==> src/rtl/decoder_rr_arbiter.sv <==
// Round-robin arbiter that owns a shared 2-to-4 one-hot select decoder for four requesters.
// Optional hold-time limit with forced release is enabled by defining LOCK_TIMEOUT_EN.
module decoder_rr_arbiter #(
    parameter int unsigned MAX_HOLD = 15
) (
    input  logic       clk,
    input  logic       reset,
    input  logic [3:0] req,
    output logic [3:0] grant,
    output logic [1:0] grant_idx,
    output logic       grant_valid,
    output logic       timeout
);

    localparam logic [1:0] ST_IDLE    = 2'd0;
    localparam logic [1:0] ST_GRANT   = 2'd1;
    localparam logic [1:0] ST_RELEASE = 2'd2;

    logic [1:0] state_q, state_d;
    logic [1:0] ptr_q, ptr_d;
    logic [1:0] idx_q, idx_d;
    logic       valid_q, valid_d;
    logic [3:0] grant_q, grant_d;
    logic       timeout_q, timeout_d;

    logic [7:0] req_dbl;
    logic [3:0] req_rot;
    logic [1:0] win_off;
    logic [1:0] win_idx;
    logic       hold_expired;

    function automatic logic [3:0] decode(input logic [1:0] idx, input logic en);
        decode = en ? (4'b0001 << idx) : 4'b0000;
    endfunction

    // Rotate req so bit 0 is the current highest-priority index, then pick the first set bit.
    assign req_dbl = {req, req};
    assign req_rot = req_dbl[{1'b0, ptr_q} +: 4];

    always_comb begin
        win_off = 2'd3;
        if (req_rot[0]) begin
            win_off = 2'd0;
        end else if (req_rot[1]) begin
            win_off = 2'd1;
        end else if (req_rot[2]) begin
            win_off = 2'd2;
        end
    end

    assign win_idx = ptr_q + win_off;

`ifdef LOCK_TIMEOUT_EN
    localparam logic [7:0] HOLD_LIMIT = 8'(MAX_HOLD);

    logic [7:0] hold_q, hold_d;

    // Counter is zero outside GRANT, so it is already clear on every entry to GRANT.
    always_comb begin
        hold_d = 8'd0;
        if (state_q == ST_GRANT) begin
            hold_d = hold_q + 8'd1;
        end
    end

    assign hold_expired = (state_q == ST_GRANT) && ((hold_q + 8'd1) == HOLD_LIMIT);

    always_ff @(posedge clk) begin
        if (reset) begin
            hold_q <= 8'd0;
        end else begin
            hold_q <= hold_d;
        end
    end
`else
    logic unused_max_hold;

    assign unused_max_hold = (MAX_HOLD != 0);
    assign hold_expired    = 1'b0;
`endif

    always_comb begin
        state_d   = state_q;
        ptr_d     = ptr_q;
        idx_d     = idx_q;
        valid_d   = valid_q;
        timeout_d = 1'b0;
        case (state_q)
            ST_IDLE, ST_RELEASE: begin
                if (|req) begin
                    state_d = ST_GRANT;
                    idx_d   = win_idx;
                    valid_d = 1'b1;
                end else begin
                    state_d = ST_IDLE;
                    valid_d = 1'b0;
                end
            end
            ST_GRANT: begin
                if (!req[idx_q] || hold_expired) begin
                    state_d   = ST_RELEASE;
                    valid_d   = 1'b0;
                    ptr_d     = idx_q + 2'd1;
                    // A voluntary drop in the same cycle wins over the timeout.
                    timeout_d = req[idx_q] && hold_expired;
                end
            end
            default: begin
                state_d = ST_IDLE;
                valid_d = 1'b0;
            end
        endcase
        grant_d = decode(idx_d, valid_d);
    end

    always_ff @(posedge clk) begin
        if (reset) begin
            state_q   <= ST_IDLE;
            ptr_q     <= 2'd0;
            idx_q     <= 2'd0;
            valid_q   <= 1'b0;
            grant_q   <= 4'b0000;
            timeout_q <= 1'b0;
        end else begin
            state_q   <= state_d;
            ptr_q     <= ptr_d;
            idx_q     <= idx_d;
            valid_q   <= valid_d;
            grant_q   <= grant_d;
            timeout_q <= timeout_d;
        end
    end

    assign grant       = grant_q;
    assign grant_idx   = idx_q;
    assign grant_valid = valid_q;
    assign timeout     = timeout_q;

endmodule

==> config.mk <==
export PLATFORM = sky130hd
export DESIGN_NAME = decoder_rr_arbiter
export DESIGN_NICKNAME = d
export VERILOG_FILES = /design/src/rtl/decoder_rr_arbiter.sv
export SDC_FILE = /design/constraint.sdc
export NUM_CORES = 1
export LEC_CHECK = 0
export BUFFER_PORTS_ARGS = -buffer_cell sky130_fd_sc_hd__buf_2
export CORE_AREA = 2 2 39 41
export CTS_CLUSTER_DIAMETER = 80
export DETAILED_ROUTE_END_ITERATION = 6
export DIE_AREA = 0 0 41 43
export PLACE_DENSITY_LB_ADDON = 0.08
export SYNTH_ARGS = -nofsm -noshare
export SYNTH_HDL_FRONTEND = slang
export SYNTH_SLANG_ARGS = --single-unit
export TNS_END_PERCENT = 20
==> constraint.sdc <==
create_clock -name clk -period 4.1 [get_ports clk]
set_input_delay 1.025 -clock clk [delete_from_list [all_inputs] [get_ports clk]]
set_output_delay 1.025 -clock clk [all_outputs]
set_load 0.01 [all_outputs]
==> results of run 1 <==
==> state kept, by name, summed over array words and instances, names as in the netlist <==
signal,cells
grant,4
grant_idx,2
ptr_q,2
state_q,2
grant_valid,1
==> area by class of cell <==
cell class	count	area [um^2]
fill	140	738
clock buffer	4	26.3
tap	16	20.0
inverter	1	3.75
multi-input combinational	43	315
timing repair buffer	12	60.1
sequential	11	220
==> layout by cell type, fill, tap and decap left out, drive strengths merged, types with 2 or more instances in the layout <==
master / synthesis / layout
and3b: 2 / 2
nor3b: 2 / 2
dfxtp: 11 / 11
nand2: 2 / 2
a31oi: 2 / 2
nand2b: 2 / 2
a21oi: 2 / 2
a211oi: 2 / 2
nor3: 2 / 2
nor2: 8 / 8
mux2i: 2 / 2
o21ai: 3 / 3
buf: 2 / 12
nor4: 2 / 2
clkbuf: 1 / 4
nor2b: 2 / 2
==> synth_stat cells, types with 2 or more instances <==
cell type and number:
mux2i_1 2, dfxtp_1 11, nor2b_1 2, nor4_1 2, a211oi_1 2, nor2_1 8
and3b_1 2, a31oi_1 2, a21oi_1 2, o21ai_0 3, nand2_1 2
==> layer usage <==
layer	wire length [um]	vias up	share of wire, %	global-route usage, %
li1	-	234	-	-
met1	477	204	47	20.5
met2	451	10	45	17.2
met3	65	2	6.5	6.28
met4	10	0	1.0	8.00
met5	0	-	0	0
==> through the flow <==
stage	instance area (um^2)	setup slack, ns	hold slack, ns
after floorplan	562	1.82	0.508
after global placement	619	1.53	0.542
after detailed placement	619	1.54	0.538
after CTS	646	1.82	0.547
after global routing	646	1.67	0.611
final	646	1.81	0.545
==> kinds of logic (layout without fill, tap and decap cells) <==
kind of cell | count (synthesis) | in the layout | share of synthesized area (%)
DFF | 11 | 11 | 39.2
AOI/OAI and AO/OA | 12 | 12 | 15.8
other | 1 | 1 | 0.668
muxes | 3 | 3 | 7.57
xor gates and xnor gates | 1 | 1 | 1.56
and+or+nand+nor | 25 | 25 | 28.3
buffers and inverters | 4 | 17 | 4.68
adders and majority gates | 1 | 1 | 2.23
==> critical path: stages <==
cell      delay, ns
buf_2          0.13
nor3b_1        0.13
o21ai_0        0.18
o211ai_1       0.13
ha_1           0.22
o21a_1         0.13
o31ai_4        0.29
and3b_1        0.21
==> how the worst max path moves through the flow <==
stage	end	slack (ns)	cells past startpoint
floorplan	grant[2]$_SDFF_PP0_	1.82	7
global placement	grant[2]$_SDFF_PP0_	1.53	8
detailed placement	grant[2]$_SDFF_PP0_	1.54	8
CTS	grant[2]$_SDFF_PP0_	1.82	8
global route	grant[2]$_SDFF_PP0_	1.67	8
finish	grant[2]$_SDFF_PP0_	1.81	8
==> power groups by stage <==
stage | sequential, mW | combinational, mW | clock, mW
2_1_floorplan | 0.137 | 0.0599 | 0
3_3_place_gp | 0.136 | 0.0808 | 0
3_5_place_dp | 0.136 | 0.0807 | 0
4_1_cts | 0.134 | 0.0812 | 0.0752
5_1_grt | 0.136 | 0.0898 | 0.0792
6_report | 0.133 | 0.0804 | 0.0699
==> run_summary.xml, run 1 <==
<?xml version="1.0" encoding="UTF-8"?>
<metrics>
  <group name="outcome">
    <metric name="result_of_the_run" unit="">completed</metric>
  </group>
  <group name="drt">
    <metric name="vias" unit="">450</metric>
    <metric name="drt_drc_violations_left" unit="">0</metric>
    <metric name="viasPerCell" unit="">5.17</metric>
    <metric name="route.detailed.wl_per_inst" unit="um">11.6</metric>
    <metric name="drtAntennaViolNets" unit="">0</metric>
    <metric name="detailedRoute.firstIterationViolations" unit="">6</metric>
    <metric name="drt-pass1-iter-count" unit="">5</metric>
    <metric name="detail_route.wirelength" unit="um">1010</metric>
  </group>
  <group name="worst_setup_path">
    <metric name="regToRegSetupSlack" unit="ns">2.25</metric>
    <metric name="worst-endpoint-arrival" unit="ns">2.44</metric>
    <metric name="worstSetupStartpoint" unit="">req[3]</metric>
    <metric name="cp.required" unit="ns">4.25</metric>
    <metric name="critical_path_class" unit="">primary input to flip-flop</metric>
    <metric name="worst_reg2reg_path_endpoint" unit="">grant[2]$_SDFF_PP0_</metric>
    <metric name="path_max_fanout" unit="">6</metric>
    <metric name="worst_r2r_path_depth" unit="">7</metric>
    <metric name="r2r-start" unit="">ptr_q[0]$_SDFFE_PP0P_</metric>
    <metric name="critPathLaunchType" unit="">primary input</metric>
    <metric name="crit_end_element" unit="">flip-flop</metric>
  </group>
  <group name="grt">
    <metric name="number_of_antenna_violations_at_the_first_check_in_global_routing" unit="">0</metric>
    <metric name="vias_in_the_first_global_route" unit="">376</metric>
    <metric name="grt_pass1_wl" unit="um">1640</metric>
    <metric name="track_usage" unit="%">14.3</metric>
    <metric name="maximum_number_of_pins_on_one_net_before_global_route_repair" unit="">11</metric>
    <metric name="gr-total-overflow" unit="">0</metric>
  </group>
  <group name="timing">
    <metric name="timing.final.crit_period" unit="ns">2.29</metric>
    <metric name="timing.final.crit_share" unit="%">55.8</metric>
    <metric name="fmaxAchievable" unit="MHz">437</metric>
    <metric name="setup-tns-final" unit="ns">0</metric>
    <metric name="grt_setup_unrepaired" unit="">false</metric>
    <metric name="slew_viol_final" unit="">0</metric>
    <metric name="number_of_endpoints_with_negative_hold_slack_in_the_final_report" unit="">0</metric>
    <metric name="skew" unit="ns">0.00371</metric>
    <metric name="finalSetupViolCount" unit="">0</metric>
  </group>
  <group name="logic_synthesis">
    <metric name="syn_area" unit="um^2">562</metric>
    <metric name="post-synth-top-area-fraction" unit="%">39.2</metric>
    <metric name="syn_area_per_cell" unit="um^2">9.69</metric>
    <metric name="synth_top_cells_by_area" unit="">dfxtp_1 39%, nor2_1 5.3%, mux4_2 4.0%</metric>
    <metric name="yosysWarningCount" unit="">0</metric>
    <metric name="postSynthNetCount" unit="">65</metric>
    <metric name="synth_flop_cell" unit="">dfxtp_1</metric>
    <metric name="yosysSeqAreaShare" unit="%">39.2</metric>
    <metric name="synth.largest_area_cell" unit="">dfxtp_1</metric>
    <metric name="ys_ff_latch" unit="">11</metric>
    <metric name="synth.lib_cells_used.distinct" unit="">31</metric>
    <metric name="async_flop_share" unit="%">0</metric>
    <metric name="synth_enable_flop_cells" unit="">0</metric>
    <metric name="syn-instance-count" unit="">58</metric>
  </group>
  <group name="power">
    <metric name="power.total" unit="mW">0.284</metric>
    <metric name="swShare" unit="%">30.7</metric>
    <metric name="comb_power_share" unit="%">28.3</metric>
    <metric name="p_leak" unit="nW">0.281</metric>
    <metric name="power_report.internal_total" unit="mW">0.197</metric>
    <metric name="peakVddDrop" unit="mV">0.239</metric>
    <metric name="pwr-share-seq" unit="%">47.0</metric>
    <metric name="total_switching_power" unit="mW">0.0870</metric>
    <metric name="clock_power_share" unit="%">24.6</metric>
    <metric name="cellPowerDensity" unit="mW/mm^2">439</metric>
  </group>
  <group name="place">
    <metric name="post-place-cells" unit="">83</metric>
    <metric name="hpwlAfterDp" unit="um">776</metric>
    <metric name="gp_routability_congestion" unit="">0.681</metric>
    <metric name="numPortBuffers" unit="">12</metric>
  </group>
  <group name="floorplan">
    <metric name="die_width" unit="um">41</metric>
    <metric name="floorplan.initialDensity" unit="%">40.6</metric>
    <metric name="floorplan.core_area" unit="mm^2">0.00138</metric>
    <metric name="placementRows" unit="">14</metric>
    <metric name="die_h" unit="um">43</metric>
    <metric name="io_pins" unit="">14</metric>
    <metric name="design.die.area" unit="mm^2">0.00176</metric>
  </group>
  <group name="finish">
    <metric name="syn2layout_area_growth" unit="%">14.9</metric>
    <metric name="diodes" unit="">0</metric>
    <metric name="final_layout_size_suffix_gt1_share" unit="%">28.2</metric>
    <metric name="layoutNonFillerInstCount" unit="">87</metric>
    <metric name="nets" unit="">79</metric>
    <metric name="layout.core_utilization" unit="%">46.7</metric>
  </group>
  <group name="worst_hold_path">
    <metric name="timing.hold.worst.class" unit="">flip-flop to flip-flop</metric>
    <metric name="instance_count_along_the_most_critical_hold_path" unit="">2</metric>
    <metric name="hold_end" unit="">ptr_q[1]$_SDFFE_PP0P_</metric>
    <metric name="hold_path.startpoint" unit="">ptr_q[1]$_SDFFE_PP0P_</metric>
  </group>
  <group name="clocking">
    <metric name="clock_tree_from_tritoncts" unit="">yes</metric>
    <metric name="cts.repair_timing.setup_buffer_count" unit="">0</metric>
    <metric name="clock_latency" unit="ns">0.26</metric>
    <metric name="cts_root_buffer" unit="">clkbuf_4</metric>
    <metric name="cts.clk_slew.worst_paths" unit="ns">0.06</metric>
    <metric name="cts_sinks" unit="">11</metric>
    <metric name="cts.htree.levels" unit="">1</metric>
    <metric name="resized_gates_after_cts" unit="">0</metric>
    <metric name="numCtsBuffers" unit="">3</metric>
    <metric name="clock_tree.buffer_depth" unit="">2</metric>
    <metric name="cts.hold.buffers_added" unit="">0</metric>
  </group>
  <group name="flow_run">
    <metric name="maxCapViolations" unit="">0</metric>
  </group>
</metrics>
Power figures use the tool's default switching activity.
==> run 2: changes to the inputs <==
==> constraint.sdc (replaced) <==
create_clock -name clk -period 2 [get_ports clk]
set_input_delay 0.5 -clock clk [delete_from_list [all_inputs] [get_ports clk]]
set_output_delay 0.5 -clock clk [all_outputs]
set_load 0.01 [all_outputs]
==> run 2 against run 1 <==
Compared with the run above: utilization increased by 3.3 points; register-to-register slack got worse by 2.0 ns; count of clock-buffer cells in the layout unchanged; non-clock buffer count increased by 6; critical path type is now flip-flop to flip-flop; combinational power increased by 140%; critical path depth decreased by 1; sequential share of layout area decreased by 2.1 points.
==> run_summary.xml, run 2 (synthesis gave the netlist of run 1 again) <==
<?xml version="1.0" encoding="UTF-8"?>
<metrics>
  <group name="worst_setup_path">
    <metric name="r2r-start" unit="">ptr_q[0]$_SDFFE_PP0P_</metric>
    <metric name="delay_of_the_slowest_cell_on_the_worst_path" unit="ns">0.42</metric>
    <metric name="worstSetupStartpoint" unit="">ptr_q[0]$_SDFFE_PP0P_</metric>
    <metric name="crit_path_cell_trace" unit="">nor3b_1 -&gt; o21ai_0 -&gt; o211ai_1 -&gt; ha_1 -&gt; o21a_1 -&gt; o31ai_4 -&gt; and3b_1</metric>
    <metric name="timing.critical_path.max_delay_family" unit="">compound AO/OA/AOI/OAI gates</metric>
    <metric name="path_max_fanout" unit="">10</metric>
    <metric name="crit_end_element" unit="">flip-flop</metric>
    <metric name="critical_path_class" unit="">flip-flop to flip-flop</metric>
    <metric name="worst-endpoint-arrival" unit="ns">1.90</metric>
    <metric name="critPathLaunchType" unit="">flip-flop</metric>
    <metric name="cp.required" unit="ns">2.16</metric>
    <metric name="cpMaxStageDelayCell" unit="">dfxtp_2</metric>
    <metric name="worst_r2r_path_depth" unit="">7</metric>
    <metric name="worstSetupPathDepth" unit="">7</metric>
    <metric name="worstPathBufferInverterCount" unit="">0</metric>
  </group>
  <group name="place">
    <metric name="dpl_cell_area" unit="um^2">664</metric>
    <metric name="gp_routability_congestion" unit="">0.666</metric>
    <metric name="hpwlAfterDp" unit="um">805</metric>
    <metric name="numPortBuffers" unit="">12</metric>
  </group>
  <group name="floorplan">
    <metric name="design.die.area" unit="mm^2">0.00176</metric>
    <metric name="floorplan.core_area" unit="mm^2">0.00138</metric>
    <metric name="die_h" unit="um">43</metric>
    <metric name="floorplan.initialDensity" unit="%">40.6</metric>
    <metric name="die_width" unit="um">41</metric>
    <metric name="io_pins" unit="">14</metric>
    <metric name="placementRows" unit="">14</metric>
  </group>
  <group name="finish">
    <metric name="commonest_non_fill_non_tap_cell_in_the_layout" unit="">buf_2</metric>
    <metric name="fillerInstances" unit="">143</metric>
    <metric name="stdcell_area" unit="um^2">692</metric>
    <metric name="mostFrequentLayoutCells" unit="">12 x buf_2, 10 x dfxtp_1, 8 x nor2_1</metric>
    <metric name="multiInputGateArea" unit="um^2">315</metric>
    <metric name="syn2layout_area_growth" unit="%">23.2</metric>
    <metric name="final_layout_size_suffix_gt1_share" unit="%">35.1</metric>
    <metric name="largest_reg_flops" unit="">4</metric>
    <metric name="nets" unit="">85</metric>
    <metric name="layout.core_utilization" unit="%">50.0</metric>
    <metric name="diodes" unit="">0</metric>
    <metric name="area.sequential" unit="um^2">221</metric>
  </group>
  <group name="grt">
    <metric name="number_of_antenna_violations_at_the_first_check_in_global_routing" unit="">0</metric>
    <metric name="gr-total-overflow" unit="">0</metric>
    <metric name="maximum_number_of_pins_on_one_net_before_global_route_repair" unit="">11</metric>
    <metric name="grt_pass1_wl" unit="um">1690</metric>
    <metric name="vias_in_the_first_global_route" unit="">415</metric>
    <metric name="track_usage" unit="%">14.6</metric>
  </group>
  <group name="power">
    <metric name="p_leak" unit="nW">0.310</metric>
    <metric name="cellPowerDensity" unit="mW/mm^2">884</metric>
    <metric name="power.total" unit="mW">0.612</metric>
    <metric name="peakVddDrop" unit="mV">0.404</metric>
  </group>
  <group name="flow_run">
    <metric name="maxCapViolations" unit="">0</metric>
  </group>
  <group name="drt">
    <metric name="drtAntennaViolNets" unit="">0</metric>
    <metric name="detail_route.wirelength" unit="um">1040</metric>
    <metric name="detailedRoute.firstIterationViolations" unit="">10</metric>
    <metric name="drt_drc_violations_left" unit="">0</metric>
    <metric name="drt-pass1-iter-count" unit="">4</metric>
    <metric name="route.detailed.wl_per_inst" unit="um">11.2</metric>
    <metric name="vias" unit="">480</metric>
    <metric name="viasPerCell" unit="">5.16</metric>
  </group>
  <group name="clocking">
    <metric name="numCtsBuffers" unit="">3</metric>
    <metric name="cts.hold.buffers_added" unit="">0</metric>
    <metric name="cts.htree.levels" unit="">1</metric>
    <metric name="cts_root_buffer" unit="">clkbuf_4</metric>
    <metric name="clock_latency" unit="ns">0.26</metric>
    <metric name="cts.clk_slew.worst_paths" unit="ns">0.07</metric>
    <metric name="cts_sinks" unit="">11</metric>
    <metric name="clock_tree.buffer_depth" unit="">2</metric>
    <metric name="clock_tree_from_tritoncts" unit="">yes</metric>
  </group>
  <group name="timing">
    <metric name="fmaxAchievable" unit="MHz">576</metric>
    <metric name="skew" unit="ns">0.00214</metric>
    <metric name="number_of_endpoints_with_negative_hold_slack_in_the_final_report" unit="">0</metric>
    <metric name="grt_setup_unrepaired" unit="">false</metric>
    <metric name="finalSetupViolCount" unit="">0</metric>
    <metric name="timing.final.crit_share" unit="%">86.8</metric>
    <metric name="slew_viol_final" unit="">0</metric>
    <metric name="setup-tns-final" unit="ns">0</metric>
    <metric name="timing.final.crit_period" unit="ns">1.74</metric>
  </group>
  <group name="worst_hold_path">
    <metric name="hold_path.startpoint" unit="">reset</metric>
    <metric name="instance_count_along_the_most_critical_hold_path" unit="">2</metric>
    <metric name="timing.hold.worst.class" unit="">primary input to flip-flop</metric>
  </group>
  <group name="outcome">
    <metric name="result_of_the_run" unit="">completed</metric>
  </group>
</metrics>
-- run 2: cell count changes in the layout (fill, tap and decap cells not counted) --
cell	delta
dfxtp_2	+1
dfxtp_1	-1
buf_4	+6
-- run 2: per-stage QoR --
stage / setup slack [ns] / cells / hold WS (ns)
2_1_floorplan: 0.249 / 58 / 0.508
3_3_place_gp: -0.0288 / 89 / 0.545
3_5_place_dp: -0.0264 / 89 / 0.544
4_1_cts: 0.146 / 93 / 0.489
5_1_grt: 0.119 / 93 / 0.497
6_report: 0.264 / 93 / 0.493
-- run 2: worst register-to-register path: cells and delay by family (launching register included) --
kind	cells	cell delay, ns
adders and majority gates	1	0.22
DFF	1	0.42
AOI/OAI and AO/OA	4	0.71
and+or+nand+nor	2	0.28
-- run 2: per-layer routing --
metal	share of wire (%)	track usage, %	vias up
met1	50	19.7	217
met3	5.9	6.28	0
met4	0	8.00	0
li1	-	-	249
met2	44	18.8	14
met5	0	0	-
-- run 2: final cells by class --
type                    instances  share of cell area (%)
well taps                      16                    2.89
flip-flops and latches         11                    32.0
repair buffers                 18                    15.2
inverters                       1                   0.542
clock buffers                   4                    3.80
multi-input cells              43                    45.6
-- run 2: power by group --
group,leakage [nW],internal [mW],total (mW),switching [mW]
registers,0.0910,0.248,0.275,0.0273
logic,0.204,0.0996,0.191,0.0914
clock network,0.0150,0.0771,0.145,0.0683
total,0.310,0.425,0.612,0.187
-- run 2: final timing paths --
kind,end,slack (ns)
setup reg to reg,grant[2]$_SDFF_PP0_,0.26
hold reg to reg,ptr_q[1]$_SDFFE_PP0P_,0.55
setup / recovery,grant[2]$_SDFF_PP0_,0.26
hold / removal,ptr_q[0]$_SDFFE_PP0P_,0.49
-- run 2: repair_timing --
| action | in CTS | in global routing |
|---|---|---|
| buffers inserted | 0 | 0 |
| gates resized for setup | 0 | 1 |
| endpoints found under the hold margin | 0 | 0 |
| endpoints found under the setup margin | 0 | 2 |
==> run 3: changes to the inputs <==
--- a/config.mk
+++ b/config.mk
@@ -5,11 +5,11 @@
 export SDC_FILE = /design/constraint.sdc
 export NUM_CORES = 1
 export LEC_CHECK = 0
-export BUFFER_PORTS_ARGS = -buffer_cell sky130_fd_sc_hd__buf_2
 export CORE_AREA = 2 2 39 41
 export CTS_CLUSTER_DIAMETER = 80
 export DETAILED_ROUTE_END_ITERATION = 6
 export DIE_AREA = 0 0 41 43
+export DONT_BUFFER_PORTS = 1
 export PLACE_DENSITY_LB_ADDON = 0.08
 export SYNTH_ARGS = -nofsm -noshare
 export SYNTH_HDL_FRONTEND = slang
==> run 3 against run 2 <==
Compared with the run above: combinational power is 26% lower; flip-flop and latch count unchanged; power down 7.8%; clock power shrank 4%; highest routed layer unchanged; utilization fell by 6.5 points; largest power group unchanged; critical endpoint unchanged; design area fell by 13%.
==> run_summary.xml, run 3 (synthesis gave the netlist of run 1 again) <==
<?xml version="1.0" encoding="UTF-8"?>
<metrics>
  <group name="drt">
    <metric name="viasPerCell" unit="">5.43</metric>
    <metric name="drt-pass1-iter-count" unit="">4</metric>
    <metric name="detail_route.wirelength" unit="um">1090</metric>
    <metric name="drt_drc_violations_left" unit="">0</metric>
    <metric name="detailedRoute.firstIterationViolations" unit="">5</metric>
    <metric name="drtAntennaViolNets" unit="">0</metric>
    <metric name="route.detailed.wl_per_inst" unit="um">14.2</metric>
    <metric name="vias" unit="">418</metric>
  </group>
  <group name="clocking">
    <metric name="cts.repair_timing.setup_buffer_count" unit="">0</metric>
    <metric name="cts.htree.levels" unit="">1</metric>
    <metric name="numCtsBuffers" unit="">3</metric>
    <metric name="cts_sinks" unit="">11</metric>
    <metric name="cts.clk_slew.worst_paths" unit="ns">0.06</metric>
    <metric name="clock_tree_from_tritoncts" unit="">yes</metric>
    <metric name="cts_root_buffer" unit="">clkbuf_4</metric>
    <metric name="clock_latency" unit="ns">0.25</metric>
    <metric name="clock_tree.buffer_depth" unit="">2</metric>
    <metric name="cts.hold.buffers_added" unit="">0</metric>
  </group>
  <group name="grt">
    <metric name="number_of_antenna_violations_at_the_first_check_in_global_routing" unit="">0</metric>
    <metric name="gr-total-overflow" unit="">0</metric>
    <metric name="vias_in_the_first_global_route" unit="">417</metric>
    <metric name="maximum_number_of_pins_on_one_net_before_global_route_repair" unit="">11</metric>
    <metric name="track_usage" unit="%">15.1</metric>
    <metric name="grt_pass1_wl" unit="um">1810</metric>
  </group>
  <group name="worst_setup_path">
    <metric name="worst-endpoint-arrival" unit="ns">1.96</metric>
    <metric name="crit_end_element" unit="">flip-flop</metric>
    <metric name="delay_of_the_slowest_cell_on_the_worst_path" unit="ns">0.42</metric>
    <metric name="timing.critical_path.max_delay_family" unit="">compound AO/OA/AOI/OAI gates</metric>
    <metric name="worstPathBufferInverterCount" unit="">0</metric>
    <metric name="crit_path_cell_trace" unit="">nor3b_1 -&gt; o21ai_0 -&gt; o211ai_1 -&gt; ha_1 -&gt; o21a_1 -&gt; o31ai_4 -&gt; and3b_1</metric>
    <metric name="critPathLaunchType" unit="">flip-flop</metric>
    <metric name="cpMaxStageDelayCell" unit="">dfxtp_2</metric>
    <metric name="cp.required" unit="ns">2.15</metric>
    <metric name="path_max_fanout" unit="">10</metric>
    <metric name="critical_path_class" unit="">flip-flop to flip-flop</metric>
  </group>
  <group name="place">
    <metric name="gp_routability_congestion" unit="">0.669</metric>
    <metric name="dpl_cell_area" unit="um^2">574</metric>
    <metric name="place_ws" unit="ns">0.0526</metric>
    <metric name="hpwlAfterDp" unit="um">881</metric>
    <metric name="numPortBuffers" unit="">0</metric>
  </group>
  <group name="worst_hold_path">
    <metric name="timing.hold.worst.class" unit="">primary input to flip-flop</metric>
  </group>
  <group name="timing">
    <metric name="setup-tns-final" unit="ns">0</metric>
    <metric name="slew_viol_final" unit="">0</metric>
    <metric name="finalSetupViolCount" unit="">0</metric>
    <metric name="grt_setup_unrepaired" unit="">false</metric>
    <metric name="number_of_endpoints_with_negative_hold_slack_in_the_final_report" unit="">0</metric>
    <metric name="setup_slack" unit="ns">0.190</metric>
    <metric name="skew" unit="ns">0.000220</metric>
    <metric name="timing.final.crit_period" unit="ns">1.81</metric>
    <metric name="timing.final.crit_share" unit="%">90.5</metric>
    <metric name="fmaxAchievable" unit="MHz">552</metric>
  </group>
  <group name="floorplan">
    <metric name="design.die.area" unit="mm^2">0.00176</metric>
    <metric name="floorplan.initialDensity" unit="%">40.6</metric>
    <metric name="die_h" unit="um">43</metric>
    <metric name="io_pins" unit="">14</metric>
    <metric name="floorplan.core_area" unit="mm^2">0.00138</metric>
    <metric name="die_width" unit="um">41</metric>
    <metric name="placementRows" unit="">14</metric>
  </group>
  <group name="finish">
    <metric name="layout.core_utilization" unit="%">43.5</metric>
    <metric name="commonest_non_fill_non_tap_cell_in_the_layout" unit="">dfxtp_1</metric>
    <metric name="mostFrequentLayoutCells" unit="">10 x dfxtp_1, 8 x nor2_1, 3 x o21ai_0, 3 x clkbuf_4</metric>
    <metric name="diodes" unit="">0</metric>
    <metric name="syn2layout_area_growth" unit="%">7.13</metric>
    <metric name="stdcell_area" unit="um^2">602</metric>
    <metric name="largest_reg_flops" unit="">4</metric>
    <metric name="nets" unit="">69</metric>
    <metric name="final_layout_size_suffix_gt1_share" unit="%">18.0</metric>
  </group>
  <group name="flow_run">
    <metric name="maxCapViolations" unit="">0</metric>
  </group>
  <group name="power">
    <metric name="peakVddDrop" unit="mV">0.431</metric>
    <metric name="p_leak" unit="nW">0.236</metric>
    <metric name="cellPowerDensity" unit="mW/mm^2">938</metric>
  </group>
  <group name="outcome">
    <metric name="result_of_the_run" unit="">completed</metric>
  </group>
</metrics>
==> run 3: cell types whose count changed in the layout (fill, tap and decap cells not counted) <==
cell	previous run	this run
buf_2	12	0
buf_4	6	2
==> run 3: per-layer routing <==
layer | part of all wire [%] | GRT usage [%] | vias up
li1 | - | - | 213
met1 | 44 | 21.9 | 193
met2 | 49 | 20.6 | 12
met3 | 6.5 | 4.19 | 0
met4 | 0 | 6.00 | 0
met5 | 0 | 0 | -
==> run 3: area by class of cell <==
class	count	area [um^2]
sequential	11	221
tap	16	20.0
inverter	1	3.75
multi-input combinational	43	315
clock buffer	4	26.3
fill	150	782
timing repair buffer	2	15.0
==> run 3: worst paths after layout <==
path	start	depth (start not counted)	slack (ns)	endpoint
setup / recovery	ptr_q[0]$_SDFFE_PP0P_	7	0.19	grant[2]$_SDFF_PP0_
hold reg to reg	ptr_q[1]$_SDFFE_PP0P_	2	0.55	ptr_q[1]$_SDFFE_PP0P_
hold / removal	reset	1	0.30	ptr_q[0]$_SDFFE_PP0P_
setup reg to reg	ptr_q[0]$_SDFFE_PP0P_	7	0.19	grant[2]$_SDFF_PP0_
==> run 3: per-stage QoR <==
step	std cells	hold slack [ns]	total power [mW]
global route	77	0.283	0.610
CTS	77	0.299	0.573
detailed placement	73	0.537	0.430
finish	77	0.305	0.564
floorplan	58	0.508	0.403
global placement	73	0.531	0.425
==> run 3: where the power goes <==
part	internal [mW]	leakage (nW)	switching, mW
combinational	0.0700	0.130	0.0709
sequential	0.249	0.0910	0.0363
clock	0.0768	0.0150	0.0618
total	0.395	0.236	0.169
==> run 3: repair_timing <==
action,in CTS,in global routing
endpoints found under the setup margin,0,3
resized for setup,0,1
endpoints found under the hold margin,0,0
